`config.mk`:
```
export PLATFORM = sky130hd
export DESIGN_NAME = mmio_ctrl
export DESIGN_NICKNAME = d
export VERILOG_FILES = /design/src/rtl/mmio_ctrl.sv
export SDC_FILE = /design/constraint.sdc
export NUM_CORES = 1
export LEC_CHECK = 0
export CAP_MARGIN = 25
export CORE_ASPECT_RATIO = 1.2
export CORE_MARGIN = 2
export CORE_UTILIZATION = 47
export CTS_CLUSTER_SIZE = 20
export DETAILED_ROUTE_END_ITERATION = 12
export GPL_TIMING_DRIVEN = 0
export PLACE_DENSITY = 0.8
export SLEW_MARGIN = 20
export SYNTH_ARGS = -nofsm -noshare
export SYNTH_HDL_FRONTEND = slang
export SYNTH_SLANG_ARGS = --single-unit
```
`constraint.sdc`:
```
create_clock -name clk -period 2.5 [get_ports clk]
set_input_delay 0.5 -clock clk [delete_from_list [all_inputs] [get_ports clk]]
set_output_delay 0.5 -clock clk [all_outputs]
set_load 0.02 [all_outputs]
```
`src/rtl/mmio_ctrl.sv`:
```
// mmio_ctrl: memory-mapped I/O controller for the mini_rv data port.
// Decodes each CPU data access into DRAM space or the I/O register file.
// The I/O registers are the seven-segment data, the LEDs, a debounced switch
// input and a down-counting timer with a sticky expiry flag and an interrupt.
//
// Ports:
//   clk        CPU clock
//   rst        synchronous, active-high reset
//   cpu_addr   data address from the CPU
//   cpu_we     data write enable
//   cpu_wdata  store data
//   cpu_rdata  load data returned to the CPU (combinational)
//   dram_rdata DRAM read data
//   dram_we    DRAM write enable (combinational)
//   switch     raw asynchronous switch inputs
//   seg_data   seven-segment display value
//   led        LED drive
//   timer_irq  level timer interrupt (registered EXP & IE)

module mmio_ctrl #(
  parameter logic [19:0] IO_BASE    = 20'hFFFFF,
  parameter int unsigned DEB_CYCLES = 20000,
  parameter int unsigned PRESCALE   = 1
) (
  input  logic        clk,
  input  logic        rst,
  input  logic [31:0] cpu_addr,
  input  logic        cpu_we,
  input  logic [31:0] cpu_wdata,
  output logic [31:0] cpu_rdata,
  input  logic [31:0] dram_rdata,
  output logic        dram_we,
  input  logic [23:0] switch,
  output logic [31:0] seg_data,
  output logic [23:0] led,
  output logic        timer_irq
);

  localparam logic [11:0] OFF_SEG   = 12'h000;
  localparam logic [11:0] OFF_TLOAD = 12'h020;
  localparam logic [11:0] OFF_TCTRL = 12'h024;
  localparam logic [11:0] OFF_LED   = 12'h060;
  localparam logic [11:0] OFF_SW    = 12'h070;

  // Counter widths are sized to hold the terminal value even when it is 0.
  localparam int unsigned DEB_W = $clog2(DEB_CYCLES + 1);
  localparam int unsigned PS_W  = $clog2(PRESCALE + 1);
  localparam logic [DEB_W-1:0] DEB_LAST = DEB_W'(DEB_CYCLES - 1);
  localparam logic [PS_W-1:0]  PS_LAST  = PS_W'(PRESCALE - 1);

  logic        io_sel;
  logic [11:0] offset;
  logic        wr_seg, wr_led, wr_tload, wr_tctrl;

  logic [31:0]      seg_q, seg_d;
  logic [23:0]      led_q, led_d;
  logic [23:0]      sync1_q, sync1_d;
  logic [23:0]      sync2_q, sync2_d;
  logic [23:0]      sw_deb_q, sw_deb_d;
  logic [DEB_W-1:0] deb_cnt_q, deb_cnt_d;
  logic [PS_W-1:0]  ps_q, ps_d;
  logic [31:0]      reload_q, reload_d;
  logic [31:0]      count_q, count_d;
  logic             en_q, en_d;
  logic             auto_q, auto_d;
  logic             exp_q, exp_d;
  logic             ie_q, ie_d;
  logic             irq_q, irq_d;
  logic             tick;

  // Address decode and write strobes.
  always_comb begin
    io_sel   = (cpu_addr[31:12] == IO_BASE);
    offset   = cpu_addr[11:0];
    dram_we  = cpu_we & ~io_sel;
    wr_seg   = cpu_we & io_sel & (offset == OFF_SEG);
    wr_led   = cpu_we & io_sel & (offset == OFF_LED);
    wr_tload = cpu_we & io_sel & (offset == OFF_TLOAD);
    wr_tctrl = cpu_we & io_sel & (offset == OFF_TCTRL);
  end

  // Load data mux; unmapped I/O offsets read as zero.
  always_comb begin
    cpu_rdata = dram_rdata;
    if (io_sel) begin
      case (offset)
        OFF_SEG:   cpu_rdata = seg_q;
        OFF_LED:   cpu_rdata = {8'b0, led_q};
        OFF_SW:    cpu_rdata = {8'b0, sw_deb_q};
        OFF_TLOAD: cpu_rdata = count_q;
        OFF_TCTRL: cpu_rdata = {28'b0, ie_q, exp_q, auto_q, en_q};
        default:   cpu_rdata = 32'b0;
      endcase
    end
  end

  // Output registers.
  always_comb begin
    seg_d = wr_seg ? cpu_wdata : seg_q;
    led_d = wr_led ? cpu_wdata[23:0] : led_q;
  end

  // Switch debounce. A change of the synchronized value (sync1 != sync2)
  // restarts the count so a glitch never accumulates toward acceptance.
  always_comb begin
    sync1_d   = switch;
    sync2_d   = sync1_q;
    sw_deb_d  = sw_deb_q;
    deb_cnt_d = '0;
    if ((sync1_q == sync2_q) && (sync2_q != sw_deb_q)) begin
      if (deb_cnt_q == DEB_LAST) begin
        sw_deb_d  = sync2_q;
        deb_cnt_d = '0;
      end else begin
        deb_cnt_d = deb_cnt_q + 1'b1;
      end
    end
  end

  // Timer. Precedence is built by ordering: the TCTRL write goes first, then
  // the tick may set EXP over a clear, then a TLOAD write overrides count.
  // Expiry only clears EN when no TCTRL write this cycle asks for EN=1.
  always_comb begin
    tick     = en_q && (ps_q == PS_LAST);
    ps_d     = (!en_q || tick) ? '0 : ps_q + 1'b1;
    reload_d = reload_q;
    count_d  = count_q;
    en_d     = en_q;
    auto_d   = auto_q;
    exp_d    = exp_q;
    ie_d     = ie_q;
    if (wr_tctrl) begin
      en_d   = cpu_wdata[0];
      auto_d = cpu_wdata[1];
      ie_d   = cpu_wdata[3];
      if (cpu_wdata[2]) exp_d = 1'b0;
    end
    if (tick) begin
      if (count_q != 32'd0) begin
        count_d = count_q - 32'd1;
      end else begin
        exp_d = 1'b1;
        if (auto_q) begin
          count_d = reload_q;
        end else begin
          count_d = 32'd0;
          if (!wr_tctrl) en_d = 1'b0;
        end
      end
    end
    if (wr_tload) begin
      reload_d = cpu_wdata;
      count_d  = cpu_wdata;
    end
    irq_d = exp_q & ie_q;
  end

  always_ff @(posedge clk) begin
    if (rst) begin
      seg_q     <= '0;
      led_q     <= '0;
      sync1_q   <= '0;
      sync2_q   <= '0;
      sw_deb_q  <= '0;
      deb_cnt_q <= '0;
      ps_q      <= '0;
      reload_q  <= '0;
      count_q   <= '0;
      en_q      <= 1'b0;
      auto_q    <= 1'b0;
      exp_q     <= 1'b0;
      ie_q      <= 1'b0;
      irq_q     <= 1'b0;
    end else begin
      seg_q     <= seg_d;
      led_q     <= led_d;
      sync1_q   <= sync1_d;
      sync2_q   <= sync2_d;
      sw_deb_q  <= sw_deb_d;
      deb_cnt_q <= deb_cnt_d;
      ps_q      <= ps_d;
      reload_q  <= reload_d;
      count_q   <= count_d;
      en_q      <= en_d;
      auto_q    <= auto_d;
      exp_q     <= exp_d;
      ie_q      <= ie_d;
      irq_q     <= irq_d;
    end
  end

  assign seg_data  = seg_q;
  assign led       = led_q;
  assign timer_irq = irq_q;

endmodule

```
==> flow_summary.json <==
{
  "syn_area_um2": 10400,
  "viasPerCell": 6.07,
  "nets": 1714,
  "multi_input_area_um2": 6230,
  "die_y_um": 167,
  "antenna_found_initial": 1,
  "vias": 11411,
  "setup_viol_count_final": 33,
  "die_x_um": 140,
  "nFillCells": 1681,
  "port_buffers": 210,
  "die_area_um2": 23300,
  "start_kind": "input pin",
  "crit_fanout": 5,
  "cts-buffers-inserted": 23,
  "crit_type": "in2out",
  "syn2layout_area_growth_pct": 42.9,
  "clkLatencyLatePin_ns": 0.52,
  "reg2reg_from": "count_q[22]",
  "grt_pass1_vias": 11121,
  "r2r_setup_slack_ns": -0.03,
  "wl_per_cell_um": 21.5,
  "drc_errors": 0,
  "yosys_warnings": 0,
  "ys_seq_elements": 213,
  "p_per_area_nw_per_um2": 512,
  "async_reset_ff_share_pct": 0,
  "drt_iter0_markers": 1187,
  "clock_skew_ns": 0.00779,
  "final.setup.worst_slack_ns": -0.503,
  "maxCapViolCount": 0,
  "arrival_ns": 2.50,
  "postSynthAreaPerCell_um2": 7.91,
  "initial_core_util_pct": 47.8,
  "netlist-cell-type-count": 56,
  "worstRegToRegCells": 9,
  "synth_nets": 1438,
  "violations": "setup timing",
  "clk_path_buf_depth": 3,
  "min_path_type": "in2reg",
  "cts_tree": "yes",
  "period_share_pct": 120,
  "dp_hpwl_mm": 28.5,
  "whs_endpoint": "led[2]",
  "hold_viol_final": 0,
  "synth_cells": 1312,
  "h-tree-depth": 1,
  "instances_no_fill": 1879,
  "final_cell_mix": "229 x nand2_1, 213 x dfxtp_1, 146 x clkdlybuf4s50_1, 128 x a21oi_1, 89 x nor2_1",
  "coreArea_um2": 21700,
  "cts_root_buf": "clkbuf_16",
  "wl_mm": 40.5,
  "slew_headroom_pct": 46.9,
  "end_kind": "primary output",
  "synth_flop_cell": "dfxtp_1",
  "post_route_cells_drive_above_1_share_pct": 18.5,
  "num_rows": 59,
  "place_congestion": 0.991,
  "dp.cells": 1796,
  "clk_pin_slew_worst_paths_ns": 0.06,
  "p_leak_nw": 5.46,
  "cts_sinks": 213,
  "grt_overflow": 0,
  "pin_count": 213,
  "final_common_cell": "nand2_1",
  "post-route-min-period_ns": 3.00,
  "rsz0062_at_grt": "true",
  "worst_ep_required_time_ns": 2.00,
  "ant_nets": 0,
  "hold_depth": 4,
  "hold_path.startpoint": "cpu_addr[4]",
  "total_power_mw": 7.60,
  "dr.pass1.iters": 5,
  "maxSlewViolCount": 0,
  "tightest_slew_ns": 0.797,
  "grt_pass1_wl_mm": 60.7,
  "synth_edf_count": 0,
  "ys_seq_area_share_pct": 41.1,
  "ir_drop_mv": 0.479,
  "grt_usage_pct": 32.8,
  "seqCellArea_um2": 4260,
  "grt_max_degree": 14,
  "r2r-end": "count_q[17]",
  "status": "finished, violations left",
  "fmax_mhz": 333
}
what timing repair did:
item,CTS,global route
pin swaps,52,36
resized for setup,405,48
setup endpoints to repair,126,150
buffers inserted,25,16
cloned,5,1
hold buffers,0,0
Yosys cell counts, drive strengths merged, types with 3 or more instances:
library cell	count	share of area (%)
nand2	234	8.5
dfxtp	213	41
a21oi	142	6.8
nor2	111	4.0
clkbuf	74	2.7
nand3	58	2.8
nor2b	51	3.1
xor2	48	4.1
o21ai	45	2.2
xnor2	39	3.3
a31oi	33	2.0
buf	29	1.5
nor4	28	2.6
nand4	25	1.7
nor3	24	1.2
mux2i	23	2.2
nand3b	13	0.94
o41ai	13	1.1
a311oi	11	0.93
a22oi	9	0.65
inv	9	0.33
a21boi	8	0.58
or3	8	0.48
or4	8	0.65
a211oi	7	0.55
a222oi	5	0.48
and3	5	0.30
mux2	5	0.54
and2	4	0.24
and4	4	0.34
ha	3	0.36
o211ai	3	0.22
o2bb2ai	3	0.25
critical path: stages:
cell and delay (ns):
buf_6 0.09, or4_4 0.54, or4_4 0.47, clkbuf_16 0.19
buf_8 0.13, nor2_4 0.10, a21oi_2 0.06, a31oi_4 0.26
buf_6 0.15
cells by family after synthesis:
logic type | Yosys count | share of synthesized area, %
AO/OA/AOI/OAI | 287 | 16.5
XOR/XNOR | 87 | 7.34
adder cells (fa/ha/maj) | 3 | 0.362
buffers and inverters | 112 | 4.53
flip-flops | 213 | 41.1
multiplexers | 28 | 2.76
other | 1 | 0.0361
AND/OR/NAND/NOR | 581 | 27.4
per-stage QoR:
step | setup WS (ns) | hold WS, ns | cell area, um2 | TNS, ns | utilization, %
4_1_cts | -0.457 | 0.401 | 14500 | -8.26 | 67.0
3_3_place_gp | -1.57 | 0.438 | 13000 | -113.70 | 59.9
2_1_floorplan | -0.325 | 0.422 | 10600 | -5.11 | -
5_1_grt | -0.561 | 0.446 | 14800 | -13.83 | 68.3
6_report | -0.503 | 0.424 | 14800 | -10.58 | 68.3
3_5_place_dp | -1.59 | 0.445 | 13000 | -119.21 | 59.9
state kept, by name (all words and copies together), names as in the netlist, 15 cells and up:
signal     cells
count_q       32
deb_cnt_q     15
led           24
reload_q      32
seg_data      32
sw_deb_q      24
sync1_q       24
sync2_q       24
power breakdown:
part           switching [mW]  internal, mW  total [mW]
clock                    1.41          2.12        3.53
combinational           0.301         0.303       0.604
sequential             0.0334          3.43        3.46
worst max path at each step:
stage | from | endpoint | slack (ns) | cells past startpoint
floorplan | cpu_addr[9] | cpu_rdata[14] | -0.32 | 7
global placement | cpu_addr[21] | cpu_rdata[21] | -1.57 | 9
detailed placement | cpu_addr[21] | cpu_rdata[21] | -1.59 | 9
CTS | cpu_addr[11] | cpu_rdata[14] | -0.46 | 9
global route | cpu_addr[1] | cpu_rdata[22] | -0.56 | 10
finish | cpu_addr[11] | cpu_rdata[14] | -0.50 | 9
area by class of cell:
class | count | area share (%)
tap | 274 | 2.31
multi-input combinational | 987 | 42.0
timing repair buffer | 256 | 17.0
inverter | 9 | 0.228
antenna | 1 | 0.0169
sequential | 213 | 28.8
buffer | 98 | 4.50
clock buffer | 34 | 4.43
clock inverter | 7 | 0.768
layer usage:
layer	track usage, %	vias to the layer above	wire [um]
met5	0	-	0
met4	19.5	0	2780
met3	5.20	199	3510
met2	57.0	708	19800
met1	38.1	5368	14400
li1	-	5136	-
(Power assumes the default switching activity.)
